[src/rtl/player_mover_pkg.sv]
// Shared constants for player_mover: map geometry defines, direction codes, FSM state encoding.
// Geometry defines (CELL_SIZE, MAZE_X0/Y0, MAP_WIDTH/HEIGHT) may be supplied by the parent build.
`ifndef CELL_SIZE
`define CELL_SIZE 16
`endif
`ifndef MAZE_X0
`define MAZE_X0 0
`endif
`ifndef MAZE_Y0
`define MAZE_Y0 0
`endif
`ifndef MAP_WIDTH
`define MAP_WIDTH 11
`endif
`ifndef MAP_HEIGHT
`define MAP_HEIGHT 21
`endif

package player_mover_pkg;

    localparam int unsigned MAZE_W_PX = `MAP_WIDTH * `CELL_SIZE;
    localparam int unsigned MAZE_H_PX = `MAP_HEIGHT * `CELL_SIZE;

    localparam logic [1:0] DIR_UP    = 2'd0;
    localparam logic [1:0] DIR_DOWN  = 2'd1;
    localparam logic [1:0] DIR_LEFT  = 2'd2;
    localparam logic [1:0] DIR_RIGHT = 2'd3;

    localparam logic [2:0] ST_IDLE   = 3'd0;
    localparam logic [2:0] ST_P0     = 3'd1;
    localparam logic [2:0] ST_P1     = 3'd2;
    localparam logic [2:0] ST_P2     = 3'd3;
    localparam logic [2:0] ST_P3     = 3'd4;
    localparam logic [2:0] ST_COMMIT = 3'd5;

    typedef struct packed {
        logic [9:0] x;
        logic [8:0] y;
    } pos_t;

    function automatic logic in_range(input logic signed [10:0] v,
                                      input logic signed [10:0] lo,
                                      input logic signed [10:0] hi);
        return (v >= lo) && (v <= hi);
    endfunction

endpackage

[src/rtl/player_mover.sv]
// Steps the sprite box one STEP per move_tick after probing its four corners through the wall
// checker. Define PLAYER_WRAP_EN to turn the left/right maze bounds into a horizontal tunnel.
module player_mover
    import player_mover_pkg::*;
#(
    parameter int unsigned PLAYER_SIZE = 12,
    parameter int unsigned STEP        = 1,
    parameter int unsigned START_X     = `MAZE_X0 + 18,
    parameter int unsigned START_Y     = `MAZE_Y0 + 18
) (
    input  logic       clk,
    input  logic       rst,
    input  logic       move_tick,
    input  logic       dir_up,
    input  logic       dir_down,
    input  logic       dir_left,
    input  logic       dir_right,
    output logic [9:0] probe_x,
    output logic [8:0] probe_y,
    input  logic       probe_wall,
    output logic [9:0] pos_x,
    output logic [8:0] pos_y,
    output logic [1:0] facing,
    output logic       busy,
    output logic       moved,
    output logic       bumped
);

    // Bounds are signed so that a step below zero stays negative instead of wrapping.
    localparam logic signed [10:0] MIN_X  = 11'(`MAZE_X0);
    localparam logic signed [10:0] MAX_X  = 11'(`MAZE_X0 + MAZE_W_PX - PLAYER_SIZE);
    localparam logic signed [10:0] MIN_Y  = 11'(`MAZE_Y0);
    localparam logic signed [10:0] MAX_Y  = 11'(`MAZE_Y0 + MAZE_H_PX - PLAYER_SIZE);
    localparam logic signed [10:0] STEP_S = 11'(STEP);
    localparam logic [9:0]         OFF_X  = 10'(PLAYER_SIZE - 1);
    localparam logic [8:0]         OFF_Y  = 9'(PLAYER_SIZE - 1);
    localparam pos_t               START  = '{x: 10'(START_X), y: 9'(START_Y)};

    logic [2:0]         state_q, state_d;
    pos_t               pos_q, pos_d;
    pos_t               cand_q, cand_d;
    logic [1:0]         facing_q, facing_d;
    logic               hit_q, hit_d;
    logic               moved_q, moved_d;
    logic               bumped_q, bumped_d;

    logic               req_any;
    logic [1:0]         req_dir;
    logic signed [10:0] step_x, step_y;
    logic [9:0]         next_x;
    logic               oob;

    always_comb begin
        req_any = dir_up | dir_down | dir_left | dir_right;
        req_dir = DIR_RIGHT;
        step_x  = $signed({1'b0, pos_q.x});
        step_y  = $signed({2'b00, pos_q.y});
        if (dir_up) begin
            req_dir = DIR_UP;
            step_y  = step_y - STEP_S;
        end else if (dir_down) begin
            req_dir = DIR_DOWN;
            step_y  = step_y + STEP_S;
        end else if (dir_left) begin
            req_dir = DIR_LEFT;
            step_x  = step_x - STEP_S;
        end else if (dir_right) begin
            req_dir = DIR_RIGHT;
            step_x  = step_x + STEP_S;
        end
    end

    always_comb begin
        next_x = step_x[9:0];
`ifdef PLAYER_WRAP_EN
        if (step_x < MIN_X) begin
            next_x = MAX_X[9:0];
        end else if (step_x > MAX_X) begin
            next_x = MIN_X[9:0];
        end
        oob = !in_range(step_y, MIN_Y, MAX_Y);
`else
        oob = !in_range(step_x, MIN_X, MAX_X) || !in_range(step_y, MIN_Y, MAX_Y);
`endif
    end

    // Corner mux; IDLE and COMMIT present the top-left corner.
    always_comb begin
        probe_x = cand_q.x;
        probe_y = cand_q.y;
        case (state_q)
            ST_P1: probe_x = cand_q.x + OFF_X;
            ST_P2: probe_y = cand_q.y + OFF_Y;
            ST_P3: begin
                probe_x = cand_q.x + OFF_X;
                probe_y = cand_q.y + OFF_Y;
            end
            default: ;
        endcase
    end

    always_comb begin
        state_d  = state_q;
        pos_d    = pos_q;
        cand_d   = cand_q;
        facing_d = facing_q;
        hit_d    = hit_q;
        moved_d  = 1'b0;
        bumped_d = 1'b0;
        case (state_q)
            ST_IDLE: begin
                if (move_tick && req_any) begin
                    facing_d = req_dir;
                    cand_d   = '{x: next_x, y: step_y[8:0]};
                    hit_d    = oob;
                    state_d  = oob ? ST_COMMIT : ST_P0;
                end
            end
            ST_P0: begin
                hit_d   = hit_q | probe_wall;
                state_d = ST_P1;
            end
            ST_P1: begin
                hit_d   = hit_q | probe_wall;
                state_d = ST_P2;
            end
            ST_P2: begin
                hit_d   = hit_q | probe_wall;
                state_d = ST_P3;
            end
            ST_P3: begin
                hit_d   = hit_q | probe_wall;
                state_d = ST_COMMIT;
            end
            ST_COMMIT: begin
                if (hit_q) begin
                    bumped_d = 1'b1;
                end else begin
                    pos_d   = cand_q;
                    moved_d = 1'b1;
                end
                state_d = ST_IDLE;
            end
            default: state_d = ST_IDLE;
        endcase
    end

    always_ff @(posedge clk or posedge rst) begin
        if (rst) begin
            state_q  <= ST_IDLE;
            pos_q    <= START;
            cand_q   <= START;
            facing_q <= DIR_UP;
            hit_q    <= 1'b0;
            moved_q  <= 1'b0;
            bumped_q <= 1'b0;
        end else begin
            state_q  <= state_d;
            pos_q    <= pos_d;
            cand_q   <= cand_d;
            facing_q <= facing_d;
            hit_q    <= hit_d;
            moved_q  <= moved_d;
            bumped_q <= bumped_d;
        end
    end

    assign pos_x  = pos_q.x;
    assign pos_y  = pos_q.y;
    assign facing = facing_q;
    assign busy   = (state_q != ST_IDLE);
    assign moved  = moved_q;
    assign bumped = bumped_q;

endmodule

[config.mk]
export PLATFORM = sky130hd
export DESIGN_NAME = player_mover
export DESIGN_NICKNAME = d
export VERILOG_FILES = /design/src/rtl/player_mover_pkg.sv /design/src/rtl/player_mover.sv
export SDC_FILE = /design/constraint.sdc
export NUM_CORES = 1
export LEC_CHECK = 0
export CORE_MARGIN = 2
export CORE_UTILIZATION = 49
export DETAILED_ROUTE_END_ITERATION = 10
export PLACE_DENSITY_LB_ADDON = 0.2
export SKIP_CTS_REPAIR_TIMING = 1
export SYNTH_ARGS = -nofsm -noshare
export SYNTH_HDL_FRONTEND = slang
export SYNTH_SLANG_ARGS = --single-unit
[constraint.sdc]
create_clock -name clk -period 2.3 [get_ports clk]
set_clock_uncertainty 0.1 [all_clocks]
set_input_delay 0.345 -clock clk [delete_from_list [all_inputs] [get_ports clk]]
set_output_delay 0.345 -clock clk [all_outputs]
set_load 0.03 [all_outputs]
-- After elaboration in Yosys (flattened, before gate mapping)
Cells that the tools add are included.
Widths: inputs -> output; s select.
- $add $sub $neg: 6
- $lt $le $gt $ge: 4
- eq/ne operators: 6
- mux-type cells: 20
- bitwise operators: 5
- reductions and logical operators: 15
- operators by type and width (cell ; number):
    $mux 11 ; 5
    $ge 11x1->1 const B ; 2
    $mux 10 ; 2
    $pmux 3 s5 ; 1
    $add 10x1->11 const B ; 1
    $le 11x10->1 const B ; 1
    $le 11x9->1 const B ; 1
    $sub 10x1->11 const B ; 1
    $add 10x4->10 const B ; 1
    $add 9x1->10 const B ; 1
    $sub 9x1->10 const B ; 1
    $add 9x4->9 const B ; 1
    $mux 9 ; 1
    $eq 3x2->1 const B ; 2
    $eq 3x3->1 const B ; 2
    $mux 1 ; 6
    $mux 3 ; 2
    $reduce_and 2->1 ; 3
    $mux 2 ; 2
    $or 1x1->1 ; 4
    $reduce_or 2->1 ; 2
    $reduce_or 4->1 ; 1
    $eq 3x1->1 const B ; 1
    $logic_and 1x1->1 ; 3
    other kinds (8) ; 9
- flip-flop bits (word level): 46
- input bits: 8
- output and inout bits: 43
- logic and storage cells: 65

-- Depth between registers and ports, before layout
- word-level depth: 12
- gate-level depth with buffers: 10
- depth with buffers taken out: 9

-- Least setup slack after synthesis
OpenSTA, ideal clock, no wires.
- path type: register to register
- start point: reg pos_q (netlist bit pos_x[4])
- end point: reg state_q[2]
- library setup time: 0.124 ns
- data arrival time: 2.509 ns
- required time: 2.076 ns
- slack: -0.433 ns
- stages on the path, launching flop included: 9
- buffers on the path: 1
- period minus slack after synthesis: 2.733 ns
- path through: dfstp_2 -> clkbuf_1 -> nand4_1 -> or4_1 -> a21oi_1 -> xor2_1 -> a2111oi_2 -> a21oi_1 -> or2_1
- longest elaborated chain between the ends: 12
- elaborated cells between the ends (all ways): 14
- classes of those cells: add/sub (2); order compare (2); mux (7); reduce/logical (3)
- RTL lines (what ; RTL line ; text):
    from (decl) ; player_mover.sv:40 ; pos_t pos_q, pos_d;
    from (signal assigned) ; player_mover.sv:159 ; pos_q <= pos_d;
    $add 10x1->11 ; player_mover.sv:69 ; step_x = step_x + STEP_S;
    $mux 11 ; player_mover.sv:67 ; end else if (dir_right) begin
    $mux 11 ; player_mover.sv:64 ; end else if (dir_left) begin
    $mux 11 ; player_mover.sv:61 ; end else if (dir_down) begin
    $mux 11 (*) ; player_mover.sv:58 ; if (dir_up) begin
    $ge 11x1->1 or $le 11x9->1 (tied branches) ; player_mover_pkg.sv:44 ; return (v >= lo) && (v <= hi);
    $logic_and 1x1->1 (*) ; player_mover_pkg.sv:44 ;
    $logic_not 1->1 (*) ; player_mover.sv:83 ; oob = !in_range(step_x, MIN_X, MAX_X) || !in_range(step_y, MIN_Y, MAX_Y);
    $logic_or 1x1->1 (*) ; player_mover.sv:83 ;
    $mux 3 (*) ; player_mover.sv:116 ; state_d = oob ? ST_COMMIT : ST_P0;
    $mux 3 (*) ; player_mover.sv:112 ; if (move_tick && req_any) begin
    $pmux 3 s5 (*) ; player_mover.sv:110 ; case (state_q)
    to (signal assigned) ; player_mover.sv:158 ; state_q <= state_d;
    to (decl) ; player_mover.sv:39 ; logic [2:0] state_q, state_d;
Every way passes the cells marked *; elsewhere a longest branch is shown, timed or not. The select of a mux whose other input is x is not followed.
A chain may end at the register's enable or synchronous reset.

-- Worst setup path after layout
- start point: reg pos_q (netlist bit pos_y[1])
- end point: reg state_q[2]
- longest elaborated chain between the ends: 10
- elaborated cells between the ends (all ways): 12
- classes of those cells: add/sub (2); order compare (2); mux (5); reduce/logical (3)
- RTL lines (what ; RTL line ; text):
    $add 9x1->10 ; player_mover.sv:63 ; step_y = step_y + STEP_S;
    $mux 10 ; player_mover.sv:61 ;
    $mux 11 (*) ; player_mover.sv:58 ;
    $ge 11x1->1 or $le 11x10->1 (tied branches) ; player_mover_pkg.sv:44 ;
    $logic_and 1x1->1 (*) ; player_mover_pkg.sv:44 ;
    $logic_not 1->1 (*) ; player_mover.sv:83 ;
    $logic_or 1x1->1 (*) ; player_mover.sv:83 ;
    $mux 3 (*) ; player_mover.sv:116 ;
    $mux 3 (*) ; player_mover.sv:112 ;
    $pmux 3 s5 (*) ; player_mover.sv:110 ;
Marked as above.

==> results.py <==
metrics = {
    "sta": {
        "setup-violations-final": 15,
        "fin_ws_ps": -281,
        "relSlewSlack_pct": 63.0,
        "worstMarginPinSlew_ps": 549,
        "period_share_pct": 112,
        "final_hold_viol_count": 0,
        "drv_slew": 0,
        "min_period_ps": 2580,
        "rsz0062_at_grt": "true",
        "fmax_mhz": 387,
    },
    "global_route": {
        "grt.busiest_layer": "met2",
        "grt.total_usage_pct": 25.1,
        "grt_pass1_vias": 3014,
        "grt_first_pass_wirelength_um": 14400,
        "use_met2_pct": 40.7,
        "use_met1_pct": 36.3,
        "grt_overflow": 0,
        "antenna_found_initial": 0,
        "grt_start_max_net_pins": 24,
        "grt_util_met3_pct": 3.88,
    },
    "floorplanning": {
        "std_cell_rows": 28,
        "start_util_pct": 51.3,
        "core_sq_um": 5990,
        "dieArea_sq_um": 6920,
        "io_pins": 51,
        "die_w_um": 83.2,
        "die_h_um": 83.2,
    },
    "worst_setup_path": {
        "critPathKind": "reg2reg",
        "worst_setup_path_end_kind": "register",
        "critPathLaunchType": "register",
        "cp_data_required_time_ps": 2410,
        "critPathArrivalTime_ps": 2690,
        "critPathMaxFanout": 3,
    },
    "power": {
        "pwr-share-comb_pct": 69.6,
        "seq_power_share_pct": 23.0,
        "power.leakage_nw": 2.02,
        "p_sw_share_pct": 46.5,
        "powerDensity_nw_per_um2": 1510,
        "ir_worst_vdd_uv": 1300,
        "p_int_mw": 3.76,
        "p_switching_mw": 3.26,
        "power_mw": 7.02,
        "clockPowerShare_pct": 7.4,
    },
    "final_layout": {
        "seqCellArea_sq_um": 1160,
        "drive_gt1_share_pct": 38.0,
        "nets": 489,
        "n_antenna_cell": 0,
        "multiInputGateArea_sq_um": 2040,
        "fillerInstances": 395,
        "final_cells": 551,
        "final_core_util_pct": 77.4,
        "area_growth_pct": 51.0,
    },
    "min_path": {
        "worstHoldPathType": "in2async",
    },
    "yosys": {
        "synth_edf_count": 0,
        "yosysUniqueCellTypes": 61,
        "ys_seq_area_share_pct": 37.8,
        "synth.net_count": 369,
        "yosysWarnings": 0,
        "synthFlopType": "dfrtp_1",
        "ys_ff_latch": 46,
        "avgSynthCellArea_sq_um": 8.65,
        "ys_top_cells_by_count": "nand2_1, o21ai_0, dfrtp_1",
        "yosys-top-cells-area": "dfrtp_1, dfstp_2, o21ai_0, nand2_1, xnor2_1",
        "synth_cells": 355,
        "synth_top_cell_by_area": "dfrtp_1",
        "yosysTopAreaCellShare_pct": 31.0,
        "syn_area_sq_um": 3070,
        "async_reset_ff_share_pct": 100,
        "yosysMostFrequentCell": "nand2_1",
    },
    "placement": {
        "port_buffers": 50,
        "dp.final_hpwl_um": 6620,
        "dp_cells": 536,
        "place.gp.congestion": 0.896,
    },
    "route": {
        "dr.pass1.iters": 5,
        "ant_nets": 0,
        "vias": 3143,
        "avgRoutedWirePerCell_um": 16.7,
        "drt_iter0_drc": 178,
        "routed_wirelength_um": 9220,
        "drc_errors": 0,
        "routed_via_density": 5.70,
    },
    "cts": {
        "cts_sinks": 46,
        "clk_latency_ps": 310,
        "cts_tree": "yes",
        "cts_buffer_depth": 2,
        "cts_root_buf": "clkbuf_8",
        "numCtsBuffers": 5,
        "htree_levels": 2,
        "clkTransAtPathRegs_ps": 100,
    },
    "run_status": {
        "status": "complete, but fails checks",
        "violations": "negative setup slack",
    },
    "flow_run": {
        "cap_violations": 0,
    },
}
==> stage by stage <==
step                      hold WS [ps]  setup TNS (ps)  setup slack, ps  cell area [sq um]
after floorplan                    366            -445             -303               3130
after global placement             372           -4540             -603               4180
after detailed placement           382           -5610             -683               4180
after CTS                          209           -2960             -361               4270
after global routing               206           -2940             -378               4640
final                              191           -1690             -281               4640
==> cell type report <==
cell class,instances,share of cell area (%)
multi-input combinational,270,44.0
clock buffer,5,1.48
clock inverter,3,0.459
tap,75,2.02
inverter,18,1.46
sequential,46,25.1
timing repair buffer,134,25.5
==> final timing paths <==
kind                       cells after the start          to      start  slack, ps
setup / recovery                               9  state_q[2]   pos_y[1]       -280
hold / removal                                 2   cand_q[6]        rst        190
setup reg to reg                               9  state_q[2]   pos_y[1]       -280
hold reg to reg                                2   facing[1]  facing[1]        420
max in group asynchronous                      3    pos_x[1]        rst       1310
min in group clk                               2   facing[1]  facing[1]        420
==> kinds of logic after synthesis <==
logic type	Yosys count	synth area share, %
multiplexers	11	3.91
adder cells (fa/ha/maj)	6	2.44
flip-flops	46	37.8
XOR/XNOR	30	8.56
AND/OR/NAND/NOR	141	24.9
AO/OA/AOI/OAI	82	16.9
buffers and inverters	39	5.46
==> metal layers <==
layer	part of all wire [%]	wire (um)
met1	44	4080
met2	49	4560
met3	4.9	456
met4	1.4	130
met5	0	0
==> layout by cell type, fill, tap and decap left out, types with 4 or more instances in the layout <==
| master | count |
|---|---|
| ha_1 | 4 |
| xnor2_2 | 9 |
| nand3_1 | 6 |
| inv_1 | 16 |
| dfstp_2 | 8 |
| buf_4 | 84 |
| nand2_1 | 51 |
| xnor2_1 | 11 |
| mux2_2 | 8 |
| clkdlybuf4s50_1 | 29 |
| a211oi_1 | 4 |
| dfrtp_1 | 36 |
| nand4b_1 | 4 |
| buf_6 | 16 |
| nor2b_1 | 4 |
| clkbuf_8 | 5 |
| nor2_1 | 14 |
| xor2_1 | 8 |
| a21oi_1 | 6 |
| nand4_1 | 7 |
| o21ai_0 | 36 |
==> worst max-delay path, stage by stage, from the launching register on <==
cell and delay, ps:
dfstp_2 570, buf_4 120, ha_1 180, nand4b_1 220
o22ai_2 240, xnor2_1 210, a211oi_2 160, a2111oi_4 390
a21oi_1 90, or2_1 210
==> flip-flops by register name (all words and copies together), names as in the netlist <==
signal   count
hit_q        1
moved        1
facing       2
bumped       1
pos_x       10
pos_y        9
cand_q      19
state_q      3
==> power by group through the flow <==
stage	registers, mW	logic, mW	clock network [mW]
after floorplan	1.80	2.23	0
after detailed placement	1.57	4.20	0
after global routing	1.66	5.23	0.553
after global placement	1.56	4.12	0
after CTS	1.56	4.23	0.514
final	1.61	4.89	0.518
No activity file was read; power rests on OpenSTA's default activity.
